`config.mk`:
```
export PLATFORM = sky130hd
export DESIGN_NAME = multicycle_ctrl
export DESIGN_NICKNAME = d
export VERILOG_FILES = /design/src/rtl/multicycle_ctrl.sv
export SDC_FILE = /design/constraint.sdc
export NUM_CORES = 1
export LEC_CHECK = 0
export CORE_MARGIN = 5
export CORE_UTILIZATION = 50
export CTS_BUF_LIST = sky130_fd_sc_hd__clkbuf_4 sky130_fd_sc_hd__clkbuf_8
export CTS_CLUSTER_SIZE = 14
export DETAILED_ROUTE_END_ITERATION = 6
export PLACE_DENSITY = 0.88
export SETUP_SLACK_MARGIN = 0.05
export SYNTH_ARGS = -nofsm -noshare
export SYNTH_HDL_FRONTEND = slang
export SYNTH_SLANG_ARGS = --single-unit
export TNS_END_PERCENT = 20
```
`constraint.sdc`:
```
create_clock -name clk -period 4 [get_ports clk]
set_input_delay 0.8 -clock clk [delete_from_list [all_inputs] [get_ports clk]]
set_output_delay 0.8 -clock clk [all_outputs]
set_load 0.01 [all_outputs]
```
`src/rtl/multicycle_ctrl.sv`:
```
// Multi-cycle RV32I sequencer: FETCH/DECODE/EXEC/MEM/WB over one shared memory port.
// Optional memory-wait watchdog is compiled in with `define MEM_TIMEOUT_EN.
module multicycle_ctrl #(
  parameter int CNT_W       = 32,
  parameter int TIMEOUT_CYC = 255
) (
  input  logic             clk,
  input  logic             rst_n,
  input  logic             run,
  input  logic [6:0]       opcode,
  input  logic [2:0]       funct3,
  input  logic [6:0]       funct7,
  input  logic             branch_cond,
  input  logic             mem_ready,
  output logic             mem_req,
  output logic             mem_we,
  output logic             mem_addr_sel,
  output logic             ir_write,
  output logic             pc_write,
  output logic [1:0]       pc_src,
  output logic [1:0]       alu_src_a,
  output logic [1:0]       alu_src_b,
  output logic [3:0]       alu_op,
  output logic             reg_write,
  output logic [1:0]       wb_sel,
  output logic             illegal,
  output logic             timeout,
  output logic [2:0]       state,
  output logic [CNT_W-1:0] instret
);

  localparam logic [2:0] S_IDLE = 3'd0, S_FETCH = 3'd1, S_DECODE = 3'd2,
                         S_EXEC = 3'd3, S_MEM   = 3'd4, S_WB     = 3'd5,
                         S_TRAP = 3'd6;

  localparam logic [6:0] OP_R    = 7'b0110011, OP_I     = 7'b0010011,
                         OP_LD   = 7'b0000011, OP_ST    = 7'b0100011,
                         OP_BR   = 7'b1100011, OP_JAL   = 7'b1101111,
                         OP_JALR = 7'b1100111, OP_LUI   = 7'b0110111,
                         OP_AUIPC = 7'b0010111;

  localparam logic [3:0] A_ADD = 4'b0000, A_SUB = 4'b0001, A_AND = 4'b0010,
                         A_OR  = 4'b0011, A_XOR = 4'b0100, A_SLL = 4'b0101,
                         A_SRL = 4'b0110, A_SRA = 4'b0111, A_SLT = 4'b1000,
                         A_SLTU = 4'b1001;

  logic [2:0] state_nx;
  logic [2:0] end_st;
  logic       is_r, is_i, is_ld, is_st, is_br, is_jal, is_jalr, is_lui, is_auipc;
  logic       is_jump, legal, alt;
  logic [3:0] func_op;
  logic       to_hit;

  assign is_r     = (opcode == OP_R);
  assign is_i     = (opcode == OP_I);
  assign is_ld    = (opcode == OP_LD);
  assign is_st    = (opcode == OP_ST);
  assign is_br    = (opcode == OP_BR);
  assign is_jal   = (opcode == OP_JAL);
  assign is_jalr  = (opcode == OP_JALR);
  assign is_lui   = (opcode == OP_LUI);
  assign is_auipc = (opcode == OP_AUIPC);
  assign is_jump  = is_jal | is_jalr;
  assign legal    = is_r | is_i | is_ld | is_st | is_br | is_jump | is_lui | is_auipc;
  assign alt      = (funct7 == 7'b0100000);
  assign end_st   = run ? S_FETCH : S_IDLE;

  // funct7 only matters for SUB (R-type) and the arithmetic right shifts
  always_comb begin
    func_op = A_ADD;
    case (funct3)
      3'b000:  func_op = (is_r && alt) ? A_SUB : A_ADD;
      3'b001:  func_op = A_SLL;
      3'b010:  func_op = A_SLT;
      3'b011:  func_op = A_SLTU;
      3'b100:  func_op = A_XOR;
      3'b101:  func_op = alt ? A_SRA : A_SRL;
      3'b110:  func_op = A_OR;
      default: func_op = A_AND;
    endcase
  end

`ifdef MEM_TIMEOUT_EN
  localparam int TO_W = (TIMEOUT_CYC > 1) ? $clog2(TIMEOUT_CYC + 1) : 1;

  logic [TO_W-1:0] wait_cnt;

  // Limit reached only on a cycle still waiting; a same-cycle mem_ready completes.
  assign to_hit = mem_req && !mem_ready && (wait_cnt == TO_W'(TIMEOUT_CYC - 1));

  always_ff @(posedge clk or negedge rst_n) begin
    if (!rst_n) begin
      wait_cnt <= '0;
      timeout  <= 1'b0;
    end else begin
      if (state_nx != state)
        wait_cnt <= '0;
      else if (mem_req && !mem_ready)
        wait_cnt <= wait_cnt + TO_W'(1);
      if (to_hit)
        timeout <= 1'b1;
    end
  end
`else
  assign to_hit  = 1'b0;
  assign timeout = 1'b0;
`endif

  always_ff @(posedge clk or negedge rst_n) begin
    if (!rst_n) begin
      state   <= S_IDLE;
      illegal <= 1'b0;
      instret <= '0;
    end else begin
      state <= state_nx;
      if (state == S_DECODE && !legal)
        illegal <= 1'b1;
      // pc_write is asserted exactly once per retiring instruction
      if (pc_write)
        instret <= instret + CNT_W'(1);
    end
  end

  always_comb begin
    state_nx = state;
    case (state)
      S_IDLE:   if (run) state_nx = S_FETCH;
      S_FETCH:  begin
        if (mem_ready)   state_nx = S_DECODE;
        else if (to_hit) state_nx = S_TRAP;
      end
      S_DECODE: state_nx = legal ? S_EXEC : S_TRAP;
      S_EXEC: begin
        if (is_br)                                       state_nx = end_st;
        else if (is_ld || is_st)                         state_nx = S_MEM;
        else if (is_r || is_i || is_lui || is_auipc || is_jump) state_nx = S_WB;
        else                                             state_nx = S_TRAP;
      end
      S_MEM: begin
        if (mem_ready)   state_nx = is_ld ? S_WB : end_st;
        else if (to_hit) state_nx = S_TRAP;
      end
      S_WB:     state_nx = end_st;
      S_TRAP:   state_nx = S_TRAP;
      default:  state_nx = S_IDLE;
    endcase
  end

  always_comb begin
    mem_req      = 1'b0;
    mem_we       = 1'b0;
    mem_addr_sel = 1'b0;
    ir_write     = 1'b0;
    pc_write     = 1'b0;
    pc_src       = 2'd0;
    alu_src_a    = 2'd0;
    alu_src_b    = 2'd0;
    alu_op       = A_ADD;
    reg_write    = 1'b0;
    wb_sel       = 2'd0;
    case (state)
      S_FETCH: begin
        mem_req  = 1'b1;
        ir_write = mem_ready;
      end
      S_DECODE: begin
        alu_src_a = 2'd1;
        alu_src_b = 2'd1;
      end
      S_EXEC: begin
        if (is_r) begin
          alu_op = func_op;
        end else if (is_i) begin
          alu_src_b = 2'd1;
          alu_op    = func_op;
        end else if (is_lui) begin
          alu_src_a = 2'd2;
          alu_src_b = 2'd1;
        end else if (is_auipc || is_jal) begin
          alu_src_a = 2'd1;
          alu_src_b = 2'd1;
        end else if (is_ld || is_st || is_jalr) begin
          alu_src_b = 2'd1;
        end else if (is_br) begin
          alu_op   = A_SUB;
          pc_write = 1'b1;
          pc_src   = branch_cond ? 2'd1 : 2'd0;
        end
      end
      S_MEM: begin
        mem_req      = 1'b1;
        mem_addr_sel = 1'b1;
        mem_we       = is_st;
        pc_write     = is_st && mem_ready;
      end
      S_WB: begin
        reg_write = 1'b1;
        pc_write  = 1'b1;
        wb_sel    = is_ld ? 2'd1 : (is_jump ? 2'd2 : 2'd0);
        pc_src    = is_jump ? 2'd2 : 2'd0;
      end
      default: ;
    endcase
  end

endmodule

```
---- Yosys cells after proc, flatten, opt, wreduce, memory -nomap -nowiden ----
Cells that the tools add are included.
operators by class
  $add $sub $neg .......................... 1
  eq/ne operators ......................... 25
  multiplexer cells ....................... 54
  bitwise gates (word level) .............. 8
  reduce and logical (&&, ||, !) cells .... 15
operators by type and width
  operator                                                         number
  32-bit by 1-bit adder with 32-bit output, second input constant  1
  1-bit two-way mux                                                31
  7-bit by 6-bit == test with 1-bit output, second input constant  4
  4-bit one-hot mux with 7 select lines                            1
  7-bit == test, second input constant                             3
  3-bit one-hot mux with 7 select lines                            1
  3-bit == test, second input constant                             6
  3-bit two-way mux                                                6
  2-bit two-way mux                                                8
  7-bit by 5-bit == test with 1-bit output, second input constant  2
  3-bit by 2-bit == test with 1-bit output, second input constant  4
  4-bit two-way mux                                                3
  1-bit bitwise OR                                                 8
  2-bit one-hot mux with 2 select lines                            2
  7-bit by 2-bit == test with 1-bit output, second input constant  1
  1-bit logical OR                                                 7
  3-bit by 1-bit == test with 1-bit output, second input constant  2
  3-bit logical NOT                                                2
  2-bit inequality test, second input constant                     3
  1-bit logical AND                                                3
  1-bit one-hot mux with 3 select lines                            1
  3-bit AND reduction                                              1
  1-bit one-hot mux with 2 select lines                            1
  2-bit OR reduction                                               1
  1-bit logical NOT                                                1
word-level totals
  flip-flop bits (word level) ............. 36
  output and inout port bits .............. 55

---- Logic depth before layout (Yosys ltp) ----
Gate-level depths: netlist (run 1).
  depth in word-level cells ............... 10
  gate-level depth with buffers ........... 9
  mapped depth without buffers ............ 7

---- Least setup slack after synthesis (run 1) ----
Ideal clock, no wire load.
  path type ............................... input to output
  start ................................... input port opcode[3]
  end ..................................... output port pc_write
  arrival ................................. 1.976 ns
  data required time ...................... 3.200 ns
  slack ................................... 1.224 ns
  stages on the path ...................... 5
  buffers on the path ..................... 1
  cell sequence ........................... or2_2 -> nor4_4 -> a221oi_2 -> clkbuf_1 -> inv_1
between the ends
  word-level cells in the longest chain between the ends .. 9
  elaborated cells between the ends (all ways) .. 20
  classes of those cells .................. 9 x eq/ne; 7 x mux; 4 x reduce/logical
ends and longest elaborated chain
  element                                                                                               line    text
  start: declaration                                                                                    10      input logic [6:0] opcode,
  7-bit by 2-bit == test with 1-bit output or 7-bit by 6-bit == test with 1-bit output (tied branches)  56, 57
  1-bit logical OR (2 in a row)                                                                         182     end else if (is_ld || is_st || is_jalr) begin
  1-bit two-way mux                                                                                     182
  1-bit two-way mux                                                                                     179     end else if (is_auipc || is_jal) begin
  1-bit two-way mux                                                                                     176     end else if (is_lui) begin
  1-bit two-way mux                                                                                     173     end else if (is_i) begin
  1-bit two-way mux                                                                                     171     if (is_r) begin
  1-bit one-hot mux with 3 select lines *                                                               161     case (state)
  end: declaration                                                                                      19      output logic pc_write,
Mark *: on every way between the ends. The rest lies on a longest branch, timed or not.

---- Worst setup path in the final report (run 1) ----
  start ................................... input port opcode[3]
  end ..................................... output port wb_sel[0]
between the ends
  word-level cells in the longest chain between the ends .. 3
ends and longest elaborated chain
  element                                   line  text
  7-bit by 2-bit == test with 1-bit output  56    assign is_ld = (opcode == OP_LD);
  2-bit two-way mux                         199   wb_sel = is_ld ? 2'd1 : (is_jump ? 2'd2 : 2'd0);
  2-bit two-way mux                         161
  end: declaration                          25    output logic [1:0] wb_sel,
Every way passes these cells.

==> impl_results.md, run 1 <==
* CORE AREA at between 4000 and 5000 um^2
* Clock Latency Late Sink at 290 ps
* Period utilization at 92.3%
* Sequential cell area fraction in the yosys report at 42.2%
* Clock Skews at slightly above 6 ps
* Crit-path slowest cell: or4_1
* Layout cells sized above 1 at 7.47%
* Status: finished, final reports clean
* Async SR Flop Fraction at 100%
* First-pass DRT Iterations at 4
* Delay-heaviest family, CP: buffers and inverters
* PwrDens at 366 nW/um^2
* Fin crit period at 3690 ps
* Reg2reg end: instret[19]$_DFFE_PN0P_
* Wirelength per Cell at about 16 um
* Ys flop type: dfrtp_1
* Max incr delay on CP at 550 ps
* Final ANT Viol Nets at 0
* Psw at 386 uW
* CTS max path bufs at 2
* Die Y at 75.3 um
* Gr usage total at between 20% and 30%
* Grt total ovfl at 0
* Hold-fix buffers, CTS at 0
* Die width at 75.3 um
* Synthesized area at 2130 um^2
* Leading post-synthesis cells by cell area: dfrtp_1 (42%), xor2_1 (9.8%), nor4_1 (4.1%)
* Synth Area per Inst at roughly 9.1 um^2
* Top cell by count, worst path: clkdlybuf4s50_1
* FP Rows at 23
* Final TNS setup at 0 ps
* Fillers at 321
* Final Util at 74.1%
* Final Slew Violations at 0
* Vias at 2034
* Max-Cap Viols at 0
* Io pins at just under 80
* Cell Int Power at 715 uW
* First-pass GRT wire length at 9660 um
* Share of power burned in registers at 42.8%
* Ant. Diodes at 0
* Maximum VDD drop at 0.000376 V
* EDFF count, synth at 0
* Port buffer count at 74
* Worst hold start: illegal$_DFFE_PN0P_
* CTS Sinks at 36
* RSZ-0062 raised after global routing: false
* Total die area at between 5000 and 6000 um^2
* Starting Density at 52.6%
* Worst slack at placement at 325 ps
* CP bufs+invs at 2
* Setup bufs post-CTS at 0
* R2r setup slk at 1430 ps
* RR Startpoint: state[2]$_DFFE_PN0P_
* Placed Area at 2920 um^2
* Antenna violations before repair at 0
* Nature of the critical path endpoint: output pin
* DRT Wirelength at 5640 um
* Static leakage at 0.00131 uW
* Worst-path cell chain: clkdlybuf4s50_1 -> or2_2 -> or4_1 -> nor2_1 -> clkdlybuf4s50_1
* Synthesized flop and latch total at 36
* Clock transition at the registers of the reported paths at 70 ps
* Synth top cells by count: dfrtp_1 (36), xor2_1 (24), nand2_1 (21)
* CTS tree: yes
* Hold path depth at 1
* Pin count of the biggest net entering global routing at 37
* Combinational Power Share at 34.0%
* Fmax at 271 MHz
* HPWL after DPL at 4220 um
* Count leader, synth: dfrtp_1
* Root Driver: clkbuf_8
* DRC violations left at 0
* Worst EP required at 3200 ps
* Kind of critical path: primary input to output pin
* Post-Syn Instances at 234
* Hold WC Path Type: register to register
* Initial DRC Count at around 130
* Nets at 330
* H-tree depth at 2
* Cells on worst reg2reg path at 6
* Number of global-route vias before repair at 2002
* Placed Instances at 350
* Clock power share at 23.2%
* GPL Wtd Cong at 0.898
* DR vias/cell at 5.68
* Yosys warns at 0
* Dominant cell type by area after synthesis: dfrtp_1
* End of the worst hold path: illegal$_DFFE_PN0P_
* Post-route cell area at approximately 3000 um^2
* Final setup viols at 0
* Rel. slew slack at between 50 and 60%
* Switch share at a little over a third
* Worst setup SP type: primary input
* Slew @ Worst Pin at 600 ps
* Final Non-Filler Cells at 358
* Setup ws final at around 310 ps
* Area added between synthesis and finish at 40.8%
* Final hold violation count at 0
* Worst EP arrival at 2890 ps
* Resized Gates After CTS at 0
* Peak fanout along the critical path at 7
* Synth unique cells at 44
* TritonCTS buffer count at 5
* Share of the synthesized area in the top cell type at 42.2%
metrics by stage:
step | hold slack [ps] | total power [uW]
final | 462 | 1100
after global routing | 506 | 1170
after floorplan | 493 | 661
after CTS | 468 | 1110
after global placement | 450 | 845
after detailed placement | 451 | 852
how the worst max path moves through the flow:
stage / startpoint / to / slack [ps] / depth (start not counted)
2_1_floorplan: opcode[3] / pc_write / 1220 / 5
3_3_place_gp: opcode[3] / wb_sel[0] / 330 / 5
3_5_place_dp: opcode[3] / wb_sel[0] / 330 / 5
4_1_cts: opcode[3] / wb_sel[0] / 320 / 5
5_1_grt: opcode[3] / wb_sel[0] / 230 / 5
6_report: opcode[3] / wb_sel[0] / 310 / 5
logic make-up (layout without fill, tap and decap cells):
group / after synthesis / in the layout / share of synthesized area [%]
AO/OA/AOI/OAI: 28 / 28 / 8.62
XOR/XNOR: 31 / 31 / 12.7
adder cells (fa/ha/maj): 1 / 1 / 0.586
buffers and inverters: 23 / 96 / 4.81
flip-flops: 36 / 36 / 42.2
other: 1 / 2 / 0.176
AND/OR/NAND/NOR: 114 / 114 / 30.9
cell type report:
type | count | area, um^2 | area share [%]
inverter | 10 | 37.5 | 1.25
clock buffer | 5 | 68.8 | 2.29
clock inverter | 3 | 18.8 | 0.624
tap | 50 | 62.6 | 2.08
sequential | 36 | 901 | 30.0
timing repair buffer | 78 | 771 | 25.6
multi-input combinational | 176 | 1150 | 38.1
state kept, by name, indices dropped and copies added (netlist names):
| register | cells |
|---|---|
| instret | 32 |
| illegal | 1 |
| state | 3 |
cells in the final DEF (no fill, tap or decap), types with 2 or more instances in the layout:
cell / Yosys / final
dfrtp_1: 36 / 36
nor2_1: 15 / 15
nor4_1: 14 / 14
inv_1: 10 / 10
nor3b_1: 3 / 3
o22ai_1: 2 / 2
xnor2_1: 7 / 7
nor3_1: 12 / 12
conb_1: 1 / 2
nand3_1: 13 / 13
clkinv_2: 0 / 2
nand2b_1: 3 / 3
or2_2: 3 / 3
clkdlybuf4s50_1: 0 / 74
nand3b_1: 3 / 3
a21oi_1: 7 / 7
nor2b_1: 2 / 2
clkbuf_8: 0 / 5
nand4_1: 6 / 6
and2_1: 2 / 2
or3b_2: 2 / 2
xor2_1: 24 / 24
a31oi_1: 3 / 3
o21ai_0: 6 / 6
nor4b_1: 5 / 5
buf_4: 2 / 4
a21o_1: 3 / 3
or3_1: 3 / 3
nand2_1: 21 / 21
power by group through the flow:
stage	clock network, uW	logic, uW	registers [uW]
6_report	255	375	471
3_3_place_gp	0	370	476
4_1_cts	259	377	471
2_1_floorplan	0	210	452
3_5_place_dp	0	375	477
5_1_grt	276	415	483
worst reg2reg max path: cells and delay by family, from the launching register on:
kind            cells  cell delay (ps)
simple gates        3             1310
xor+xnor            1              230
flops               1              550
buf+inv             1              270
compound gates      1              120
layer usage:
layer  wire length, um  global-route usage, %  part of all wire [%]  vias to the layer above
met5                 0                      0                     0                        -
met4               122                   7.96                   2.2                        0
met3               435                   5.41                   7.7                       13
met2              2590                   32.7                    46                       82
met1              2490                   31.1                    44                      964
li1                  -                      -                     -                      975
(Power assumes the default switching activity.)
==> run 2: changes to the inputs <==
CTS_CLUSTER_DIAMETER = 40   (was unset)
CTS_CLUSTER_SIZE = unset   (was 14)
HOLD_SLACK_MARGIN = 0.08   (was unset)
==> results of run 2 <==
Same layout as run 1: the final DEF is identical, and so are final timing and power.
==> run 3: changes to the inputs <==
CORE_MARGIN = 2   (was 5)
SLEW_MARGIN = 20   (was unset)
==> run 3 against run 2 <==
Maximum frequency increased by 0.11%. Clock power increased by 5%. Die area down 15%. Final cell count fell by 0.28%. Design area hardly changed. Via count is 1.5% higher. First-iteration DRC count increased by 13%.
==> impl_results.md, run 3 (synthesized netlist as in run 1, its figures left out) <==
* Status: finished, final reports clean
* Hold-fix buffers, CTS at 0 (unchanged)
* Final Non-Filler Cells at 357 (-0.28%)
* Share of power burned in registers at 42.4% (-0.4 points)
* Resized Gates After CTS at 0 (unchanged)
* Final TNS setup at 0 ps (unchanged)
* Starting Density at 52.6% (unchanged)
* Cell Int Power at 732 uW (+2.4%)
* Nets at 329 (-0.30%)
* R2r setup slk at 1350 ps (-80 ps)
* CTS tree: yes
* Worst setup SP type: primary input
* Grt total ovfl at 0 (unchanged)
* Final Slew Violations at 0 (unchanged)
* RR Startpoint: state[1]$_DFFE_PN0P_
* Initial DRC Count at 144 (+13%)
* Cells on worst reg2reg path at 6 (unchanged)
* Placed Area at 2910 um^2 (-0.26%)
* PwrDens at 370 nW/um^2 (+1.1%)
* Worst EP required at 3200 ps (about the same)
* Max reg flops at 32 (unchanged)
* Biggest regs: instret: 32 flops, state: 3 flops, illegal: 1 flops
* Area added between synthesis and finish at 40.7% (about the same)
* CORE AREA at 4060 um^2 (unchanged)
* Post-route cell area at 3000 um^2 (about the same)
* Total die area at 4810 um^2 (-15%)
* First-pass DRT Iterations at 4 (unchanged)
* Nature of the critical path endpoint: output pin
* Combinational Power Share at 33.5% (-0.5 points)
* Placed Instances at 349 (-0.29%)
* Period utilization at 92.2% (-0.10 points)
* FP Rows at 23 (unchanged)
* CTS Sinks at 36 (unchanged)
* Pin count of the biggest net entering global routing at 37 (unchanged)
* Switch share at 34.1% (-0.90 points)
* Psw at 380 uW (-1.6%)
* Clock Latency Late Sink at 290 ps (about the same)
* Io pins at 77 (unchanged)
* Antenna violations before repair at 0 (unchanged)
* Slew @ Worst Pin at 644 ps (+44.5 ps)
* GPL Wtd Cong at 0.888 (-1.2%)
* Worst EP arrival at 2890 ps (about the same)
* Rel. slew slack at 56.9% (-3.0 points)
* Fmax at 271 MHz (+0.11%)
* Port buffer count at 74 (unchanged)
* Number of global-route vias before repair at 1898 (-5.2%)
* DRC violations left at 0 (unchanged)
* Clock power share at 24.1% (+0.9 points)
* Clock transition at the registers of the reported paths at 70 ps (about the same)
* RSZ-0062 raised after global routing: false
* Clock Skews at 8.10 ps (+1.87 ps)
* Kind of critical path: primary input to output pin
* Final hold violation count at 0 (unchanged)
* Setup bufs post-CTS at 0 (unchanged)
* Ant. Diodes at 0 (unchanged)
* Fillers at 334 (+4.0%)
* Hold WC Path Type: register to register
* Hold path depth at 1 (unchanged)
* CTS max path bufs at 2 (unchanged)
* Max-Cap Viols at 0 (unchanged)
* Final ANT Viol Nets at 0 (unchanged)
* Worst hold start: illegal$_DFFE_PN0P_
* Biggest register: instret
* Static leakage at 0.00131 uW (-0.26%)
* Layout cells sized above 1 at 7.17% (-0.30 points)
* Die width at 69.3 um (-8.0%)
* Fin crit period at 3690 ps (-4.01 ps)
* Wirelength per Cell at 15.4 um (-2.2%)
* DRT Wirelength at 5500 um (-2.5%)
* TritonCTS buffer count at 5 (unchanged)
* H-tree depth at 2 (unchanged)
* Root Driver: clkbuf_8
* Final setup viols at 0 (unchanged)
* Tightest hold margin at 455 ps (-6.59 ps)
* End of the worst hold path: illegal$_DFFE_PN0P_
* First-pass GRT wire length at 8960 um (-7.2%)
* Gr usage total at 23.1% (+1.1 points)
* HPWL after DPL at 4140 um (-1.7%)
* DR vias/cell at 5.78 (+1.8%)
* Reg2reg end: instret[21]$_DFFE_PN0P_
* Die Y at 69.3 um (-8.0%)
* Vias at 2064 (+1.5%)
* Maximum VDD drop at 0.000292 V (-22%)
* Commonest non-fill, non-tap cell in the layout: clkdlybuf4s50_1
* Commonest non-fill, non-tap cells in the layout: clkdlybuf4s50_1 (74), dfrtp_1 (36), xor2_1 (24), nand2_1 (21), nor2_1 (15)
* Peak fanout along the critical path at 7 (unchanged)
## run 3: power by group through the flow
stage	logic, uW	clock network [uW]	registers [uW]
floorplan	210	0	452
global placement	366	0	476
detailed placement	374	0	477
CTS	376	271	470
global route	409	288	478
finish	373	268	472
## run 3: worst max-delay path, stage by stage
cell,delay [ps]
clkdlybuf4s50_1,510
or2_2,390
or4_1,540
nor2_1,110
clkdlybuf4s50_1,540
## run 3: worst max path at each step
stage / from / to / slack (ps) / cells past startpoint
floorplan: opcode[3] / pc_write / 1220 / 5
global placement: opcode[3] / wb_sel[0] / 340 / 5
detailed placement: opcode[3] / wb_sel[0] / 320 / 5
CTS: opcode[3] / wb_sel[0] / 320 / 5
global route: opcode[3] / pc_write / 210 / 6
finish: opcode[3] / wb_sel[0] / 310 / 5
## run 3: cell type report
cell class                 count  area, um^2  share of cell area [%]
sequential                    36         901                    30.0
clock inverter                 1        8.76                   0.292
multi-input combinational    176        1150                    38.2
timing repair buffer          77         763                    25.4
clock buffer                   7        83.8                    2.79
inverter                      10        37.5                    1.25
tap                           50        62.6                    2.08
## run 3: metrics by stage
| step | setup slack, ps | util [%] | power [uW] |
|---|---|---|---|
| 6_report | 310 | 74.0 | 1110 |
| 5_1_grt | 206 | 74.0 | 1180 |
| 4_1_cts | 319 | 74.0 | 1120 |
| 3_5_place_dp | 325 | 71.7 | 851 |
| 3_3_place_gp | 339 | 71.7 | 841 |
| 2_1_floorplan | 1220 | - | 661 |
## run 3: metal layers
metal	share of wire [%]	global-route usage [%]
met2	48	37.7
met5	0	0
met4	1.2	7.19
met1	43	30.0
met3	8.4	5.96
